--- config.mk ---
export PLATFORM = sky130hd
export DESIGN_NAME = g_inverse_engine_flat
export DESIGN_NICKNAME = d
export VERILOG_FILES = /design/src/rtl/g_inverse_engine_if.sv /design/src/rtl/g_inverse_engine.sv /design/src/flat_wrapper.sv
export SDC_FILE = /design/constraint.sdc
export NUM_CORES = 1
export LEC_CHECK = 0
export CORE_ASPECT_RATIO = 1.2
export CORE_MARGIN = 2
export CORE_UTILIZATION = 45
export DETAILED_ROUTE_END_ITERATION = 10
export GPL_TIMING_DRIVEN = 0
export PLACE_DENSITY = 0.73
export SETUP_SLACK_MARGIN = 0.5
export SYNTH_ARGS = -nofsm -noshare
export SYNTH_HDL_FRONTEND = slang
export SYNTH_SLANG_ARGS = --single-unit
--- constraint.sdc ---
create_clock -name clk -period 7.2 [get_ports clk]
set_clock_uncertainty 0.2 [all_clocks]
set_input_delay 1.44 -clock clk [delete_from_list [all_inputs] [get_ports clk]]
set_output_delay 1.44 -clock clk [all_outputs]
set_load 0.05 [all_outputs]
--- src/rtl/g_inverse_engine_if.sv ---
// Handshake bundle for the G inverse engine: post-G quadruple and message
// words in, recovered pre-G quadruple out.
interface g_inverse_engine_if #(
   parameter int W = 32
);
   logic         in_valid;
   logic         in_ready;
   logic [W-1:0] a_in;
   logic [W-1:0] b_in;
   logic [W-1:0] c_in;
   logic [W-1:0] d_in;
   logic [W-1:0] x;
   logic [W-1:0] y;
   logic         out_valid;
   logic         out_ready;
   logic [W-1:0] a_out;
   logic [W-1:0] b_out;
   logic [W-1:0] c_out;
   logic [W-1:0] d_out;

   // Producer/consumer side that feeds the engine and takes its results.
   modport master (
      output in_valid, a_in, b_in, c_in, d_in, x, y, out_ready,
      input  in_ready, out_valid, a_out, b_out, c_out, d_out
   );

   // The engine itself.
   modport slave (
      input  in_valid, a_in, b_in, c_in, d_in, x, y, out_ready,
      output in_ready, out_valid, a_out, b_out, c_out, d_out
   );
endinterface

--- src/rtl/g_inverse_engine.sv ---
// Iterative inverse of the BLAKE2 G mixing function. One shared inverse
// half-step datapath undoes the second forward half (y, R3, R4) and then the
// first forward half (x, R1, R2).
//
// state | meaning
// ------+-----------------------------------------------------------
// IDLE  | in_ready high, waiting for a quadruple to accept
// H2    | undo second forward half-G using y, R3 (d), R4 (b)
// H1    | undo first forward half-G using x, R1 (d), R2 (b)
// DONE  | out_valid high, result held until out_ready
//
// R1..R4 must each lie in 1..W-1.
module g_inverse_engine #(
   parameter int W  = 32,
   parameter int R1 = 16,
   parameter int R2 = 12,
   parameter int R3 = 8,
   parameter int R4 = 7
) (
   input  logic                clk,
   input  logic                rst_n,
   g_inverse_engine_if.slave   bus
);

   typedef enum logic [1:0] {
      S_IDLE = 2'd0,
      S_H2   = 2'd1,
      S_H1   = 2'd2,
      S_DONE = 2'd3
   } state_t;

   state_t       state_q, state_d;
   logic [W-1:0] a_q, b_q, c_q, d_q;
   logic [W-1:0] a_d, b_d, c_d, d_d;
   logic [W-1:0] x_q, y_q;
   logic [W-1:0] x_d, y_d;

   logic [W-1:0] m_sel, b_rot, d_rot;
   logic [W-1:0] ha, hb, hc, hd;

   function automatic logic [W-1:0] rotl(input logic [W-1:0] v, input int r);
      return (v << r) | (v >> (W - r));
   endfunction

   // Shared inverse half-step; the rotation pair and message word are
   // selected by which half is being undone.
   always_comb begin
      m_sel = x_q;
      b_rot = rotl(b_q, R2);
      d_rot = rotl(d_q, R1);
      if (state_q == S_H2) begin
         m_sel = y_q;
         b_rot = rotl(b_q, R4);
         d_rot = rotl(d_q, R3);
      end
      hb = b_rot ^ c_q;
      hc = c_q - d_q;
      hd = d_rot ^ a_q;
      ha = a_q - hb - m_sel;
   end

   // Next-state and working-register update.
   always_comb begin
      state_d = state_q;
      a_d     = a_q;
      b_d     = b_q;
      c_d     = c_q;
      d_d     = d_q;
      x_d     = x_q;
      y_d     = y_q;
      case (state_q)
         S_IDLE: begin
            if (bus.in_valid) begin
               a_d     = bus.a_in;
               b_d     = bus.b_in;
               c_d     = bus.c_in;
               d_d     = bus.d_in;
               x_d     = bus.x;
               y_d     = bus.y;
               state_d = S_H2;
            end
         end
         S_H2: begin
            a_d     = ha;
            b_d     = hb;
            c_d     = hc;
            d_d     = hd;
            state_d = S_H1;
         end
         S_H1: begin
            a_d     = ha;
            b_d     = hb;
            c_d     = hc;
            d_d     = hd;
            state_d = S_DONE;
         end
         S_DONE: begin
            if (bus.out_ready) begin
               state_d = S_IDLE;
            end
         end
         default: state_d = S_IDLE;
      endcase
   end

   // State and datapath registers; reset clears everything so the outputs
   // read zero immediately.
   always_ff @(posedge clk or negedge rst_n) begin
      if (!rst_n) begin
         state_q <= S_IDLE;
         a_q     <= '0;
         b_q     <= '0;
         c_q     <= '0;
         d_q     <= '0;
         x_q     <= '0;
         y_q     <= '0;
      end else begin
         state_q <= state_d;
         a_q     <= a_d;
         b_q     <= b_d;
         c_q     <= c_d;
         d_q     <= d_d;
         x_q     <= x_d;
         y_q     <= y_d;
      end
   end

   assign bus.in_ready  = (state_q == S_IDLE);
   assign bus.out_valid = (state_q == S_DONE);
   assign bus.a_out     = a_q;
   assign bus.b_out     = b_q;
   assign bus.c_out     = c_q;
   assign bus.d_out     = d_q;

endmodule
--- src/flat_wrapper.sv ---
// flat-port wrapper written by rule: the top's interface ports become plain ports
module g_inverse_engine_flat 
#(
   parameter int W  = 32,
   parameter int R1 = 16,
   parameter int R2 = 12,
   parameter int R3 = 8,
   parameter int R4 = 7
)
  (clk, rst_n, bus_in_valid, bus_a_in, bus_b_in, bus_c_in, bus_d_in, bus_x, bus_y, bus_out_ready, bus_in_ready, bus_out_valid, bus_a_out, bus_b_out, bus_c_out, bus_d_out);
  g_inverse_engine_if #(.W(W)) bus_i ();
  input  logic clk;
  input  logic rst_n;
  input wire logic [$bits(bus_i.in_valid)-1:0] bus_in_valid;
  input wire logic [$bits(bus_i.a_in)-1:0] bus_a_in;
  input wire logic [$bits(bus_i.b_in)-1:0] bus_b_in;
  input wire logic [$bits(bus_i.c_in)-1:0] bus_c_in;
  input wire logic [$bits(bus_i.d_in)-1:0] bus_d_in;
  input wire logic [$bits(bus_i.x)-1:0] bus_x;
  input wire logic [$bits(bus_i.y)-1:0] bus_y;
  input wire logic [$bits(bus_i.out_ready)-1:0] bus_out_ready;
  output wire logic [$bits(bus_i.in_ready)-1:0] bus_in_ready;
  output wire logic [$bits(bus_i.out_valid)-1:0] bus_out_valid;
  output wire logic [$bits(bus_i.a_out)-1:0] bus_a_out;
  output wire logic [$bits(bus_i.b_out)-1:0] bus_b_out;
  output wire logic [$bits(bus_i.c_out)-1:0] bus_c_out;
  output wire logic [$bits(bus_i.d_out)-1:0] bus_d_out;
  assign bus_i.in_valid = bus_in_valid;
  assign bus_i.a_in = bus_a_in;
  assign bus_i.b_in = bus_b_in;
  assign bus_i.c_in = bus_c_in;
  assign bus_i.d_in = bus_d_in;
  assign bus_i.x = bus_x;
  assign bus_i.y = bus_y;
  assign bus_i.out_ready = bus_out_ready;
  assign bus_in_ready = bus_i.in_ready;
  assign bus_out_valid = bus_i.out_valid;
  assign bus_a_out = bus_i.a_out;
  assign bus_b_out = bus_i.b_out;
  assign bus_c_out = bus_i.c_out;
  assign bus_d_out = bus_i.d_out;
  g_inverse_engine #(.W(W), .R1(R1), .R2(R2), .R3(R3), .R4(R4)) u_core (.clk(clk), .rst_n(rst_n), .bus(bus_i));
endmodule
Word level (Yosys, flattened, before mapping) --
Cells that the tools add are included.
Word-level totals: output and inout port bits 130, register bits 194
Cells by class: eq/ne operators 5, bitwise gates (word level) 6, multiplexer cells 14, add/subtract/negate cells 3, reduce and logical (&&, ||, !) cells 6
Operators by type and width (count):
- one-hot mux 32 bit (2 select lines) | 4
- 2-to-1 mux 32 bit | 7
- subtractor 32 bit | 3
- XOR 32 bit | 2
- OR 32 x 12 -> 32 bit | 1
- OR 32 x 16 -> 32 bit | 1
- OR 32 x 7 -> 32 bit | 1
- OR 32 x 8 -> 32 bit | 1
- one-hot mux 2 bit (4 select lines) | 1
- AND reduction 2 bit | 3
- equality test 2 bit, second input constant | 2
- 2-to-1 mux 2 bit | 2
- inequality test 2 bit, second input constant | 2
- equality test 2 x 1 -> 1 bit, second input constant | 1
- zero test 2 bit | 1
- nonzero test 2 bit | 1
- OR reduction 2 bit | 1

Logic depth before layout (Yosys ltp) --
depth in word-level cells 6, depth in mapped cells 20, gate-level depth less buffers 18

Least setup slack after synthesis --
Ideal clock, no wire load.
path type register -> register, start reg u_core.state_q[1], end reg u_core.a_q[28], in the netlist u_core.bus.a_out[28], setup slack 2044 ps, cell stages (with the launch flop) 21, data arrival time 4835 ps, buffers on the path 3, required time 6878 ps, path through dfrtp_1 inv_1 ha_1 buf_2 buf_2 buf_1 mux2_2 fa_1 inv_1 ha_1 or2_2 fa_1 a21oi_1 o21ai_1 a21oi_2 o21bai_2 a2111oi_2 nor2_1 a41oi_2 mux2i_1 nand2_1
On the way: cells in the longest elaborated chain, start to end 6
Ends and longest elaborated chain:
- from (decl) | line g_inverse_engine.sv:32 | state_t state_q, state_d;
- from (signal assigned) | line g_inverse_engine.sv:118 | state_q <= state_d;
- equality test 2 x 1 -> 1 bit | line g_inverse_engine.sv:51, g_inverse_engine.sv:71
- 2-to-1 mux 32 bit | line g_inverse_engine.sv:51 | if (state_q == S_H2) begin
- XOR 32 bit | line g_inverse_engine.sv:56 | hb = b_rot ^ c_q;
- subtractor 32 bit (2 in a row) | line g_inverse_engine.sv:59 | ha = a_q - hb - m_sel;
- one-hot mux 32 bit (2 select lines) | line g_inverse_engine.sv:71 | case (state_q)
- to (signal assigned) | line g_inverse_engine.sv:111 | a_q <= '0;
- to (signal assigned) | line g_inverse_engine.sv:119 | a_q <= a_d;
- to (decl) | line g_inverse_engine.sv:33 | logic [W-1:0] a_q, b_q, c_q, d_q;
Parallel ways exist; a longest one is shown, timed or not. A chain may end at the register's enable or synchronous reset.

Final worst setup path --
start reg u_core.state_q[1], end reg u_core.a_q[30], in the netlist u_core.bus.a_out[30]
Same word-level chain as after synthesis.

==> results.toml <==
[run_status]
status = "finished clean"

[synthesis]
synthDistinctLibCells = 77
synth_area_leaders = "dfrtp_1, mux2i_1, mux2_2"
synth_top_area_cell = "dfrtp_1"
synthArstFlopShare = 1.00
synth_area_per_cell_um2 = 9.26
synthFlopType = "dfrtp_1"
synth_warnings = 0
synth_edf_count = 0
synthesis.area_um2 = 14300
ys_ff_latch = 194
synth_top_area_share = 0.339
synth_cells = 1547
seq_area_frac_synth = 0.339
synth_nets = 1844

[timing]
period_share = 0.876
finalCriticalPeriod_ns = 6.30
max_freq_ghz = 0.159
slew_viol_final = 0
maxSlewHeadroom = 0.0469
worst_pin_slew_ns = 1.43
rsz0062_at_grt = "false"
finalHoldViolations = 0
setup_viol = 0

[route]
ant_nets = 0
drt_pass1_iterations = 5
viasPerCell = 5.87
drt_iter0_markers = 1144
num_vias = 13529
routed_wl_um = 59700
wire_per_inst_um = 25.9
post-route-drc-count = 0

[floorplan]
core_area_um2 = 31400
die_h_um = 199
start_util = 0.457
num_rows = 71
die_area_um2 = 33300
io-pin-count = 326
dieWidth_um = 167

[min_path]
hp-class = "flip-flop to flip-flop"
hp-start = "u_core.y_q[5]$_DFFE_PN0P_"

[critical_path]
crit_required_ns = 7.33
end_kind = "flip-flop"
cp.arrival_ns = 6.43
critPathLaunch = "u_core.state_q[1]$_DFFE_PN0P_"
critical_path_class = "flip-flop to flip-flop"
r2r-start = "u_core.state_q[1]$_DFFE_PN0P_"
start_kind = "flip-flop"
critPathMaxFanout = 10

[placed_design]
io_buffers = 325
dp_hpwl_um = 48100
routabilityCongestion = 1.02
place_area_um2 = 18100

[job]
cap_violations = 0

[global_routing]
grt-ovfl-total = 0
antenna_found_initial = 0
track_usage = 0.354
grt_max_degree = 104
grt_pass1_wl_um = 86400
first_global_vias = 13637

[clock_network]
htreeDepth = 4
postCtsSetupBuffers = 0
clk_pin_slew_ns = 0.07
clock-sinks = 194
cts_tree = "done"
holdBufCountCts = 0
cts_root_buf = "clkbuf_16"
cts_made_buffers = 17
clockBufferDepth = 2
clkLatencyLatePin_ns = 0.45

[cells_and_area]
num-fill-cells = 2767
num_antenna_cells = 0
drive_gt1_frac = 0.0950
fin_nets = 2189
finalInstanceArea_um2 = 18700
area_growth_pct = 30.6
through the flow:
step                hold WS, ns   util  setup slack (ns)  TNS, ns  cells
floorplan                 0.274      -              2.04        0   1547
global placement          0.282  0.576             -3.78  -728.43   2273
detailed placement        0.288  0.578             0.865        0   2274
CTS                       0.307  0.597             0.754        0   2306
global route              0.313  0.597             0.670        0   2306
finish                    0.305  0.597             0.896        0   2306
worst paths after layout:
kind | slack, ns | cells past startpoint | to
worst max-delay path | 0.90 | 20 | u_core.bus.a_out[30]$_DFFE_PN0P_
worst min-delay path | 0.30 | 1 | u_core.y_q[5]$_DFFE_PN0P_
worst max register to register | 0.90 | 20 | u_core.bus.a_out[30]$_DFFE_PN0P_
worst min register to register | 0.30 | 1 | u_core.y_q[5]$_DFFE_PN0P_
max in group asynchronous | 4.97 | 2 | u_core.bus.b_out[29]$_DFFE_PN0P_
min in group asynchronous | 0.84 | 1 | u_core.bus.a_out[23]$_DFFE_PN0P_
layout make-up:
cell class	count	area [um^2]	area share
buffer	77	337	0.0180
tap	401	502	0.0268
clock inverter	13	145	0.00776
sequential	194	4850	0.259
timing repair buffer	326	3290	0.176
clock buffer	19	453	0.0242
multi-input combinational	1142	8630	0.461
inverter	134	503	0.0269
per-layer routing:
metal,up-vias,track usage,part of all wire
met5,-,0,0
met4,0,0.226,0.071
met3,183,0.0551,0.071
met2,730,0.597,0.48
met1,6594,0.424,0.38
li1,6022,-,-
kinds of logic (layout without fill, tap and decap cells):
logic type                 after synthesis  count (layout)  share of synthesized area
adders and majority gates              101             101                      0.105
buffers and inverters                  211             569                     0.0585
xor gates and xnor gates               118             118                     0.0722
muxes                                  224             224                      0.165
and+or+nand+nor                        321             321                     0.0986
DFF                                    194             194                      0.339
AOI/OAI and AO/OA                      378             378                      0.162
placed cells by master, fill, tap and decap left out, types with 5 or more instances in the layout:
master and count:
and3_1 13, nand2_1 123, a21oi_1 164, xor2_1 20, a21o_1 24, nor2_1 118
ha_1 69, o21bai_1 11, a22oi_1 5, buf_2 13, clkdlybuf4s50_1 324, inv_6 5
o22ai_1 5, inv_1 133, a211o_1 5, o21ai_0 88, nand4_1 13, mux2_2 92
xnor2_1 98, a21oi_2 6, o21a_1 6, nand3_1 17, buf_1 11, o21ai_1 8
nor3_1 6, mux2i_1 132, fa_1 32, clkbuf_1 47, a31oi_1 10, a211oi_1 7
dfrtp_1 194, clkbuf_16 17
cells in the mapped netlist (all sizes together), types with 3 or more instances:
| library cell | number |
|---|---|
| nand2b | 5 |
| and3 | 15 |
| o21bai | 12 |
| o21ai | 100 |
| nand4 | 13 |
| a41oi | 3 |
| inv | 133 |
| nand3 | 17 |
| and2 | 5 |
| a211oi | 8 |
| o211ai | 4 |
| o21a | 6 |
| a21oi | 171 |
| o22ai | 6 |
| mux2i | 132 |
| a2111oi | 3 |
| nand2 | 123 |
| and2b | 3 |
| a31oi | 11 |
| nor2 | 118 |
| nor2b | 3 |
| buf | 26 |
| or3 | 3 |
| clkbuf | 51 |
| a211o | 5 |
| ha | 69 |
| nor3 | 7 |
| a22oi | 5 |
| mux2 | 92 |
| fa | 32 |
| xor2 | 20 |
| xnor2 | 98 |
| dfrtp | 194 |
| a21o | 26 |
registers in the layout (all words and copies together) (netlist names):
| register | flops |
|---|---|
| u_core.bus.a_out | 32 |
| u_core.bus.b_out | 32 |
| u_core.bus.c_out | 32 |
| u_core.bus.d_out | 32 |
| u_core.state_q | 2 |
| u_core.x_q | 32 |
| u_core.y_q | 32 |
worst max-delay path, stage by stage, from the launching register on:
cell	delay, ns
dfrtp_1	0.41
inv_1	0.13
ha_1	0.24
buf_2	0.36
buf_2	0.40
clkbuf_2	0.37
mux2_2	0.42
fa_1	0.54
inv_1	0.05
ha_1	0.18
or2_2	0.31
fa_1	0.47
a21oi_1	0.28
o21ai_1	0.13
a21oi_2	0.27
o22ai_1	0.22
a21oi_1	0.34
o21ai_1	0.22
a221oi_2	0.34
nor4_1	0.09
nand3b_1	0.21
what timing repair did:
action,in CTS,in global routing
setup endpoints to repair,0,1
endpoints found under the hold margin,0,0
gates resized for setup,0,1
Power is left out: the tool's default activity adds up to more than one toggle a clock period on the data nets, which glitch-free logic cannot reach.
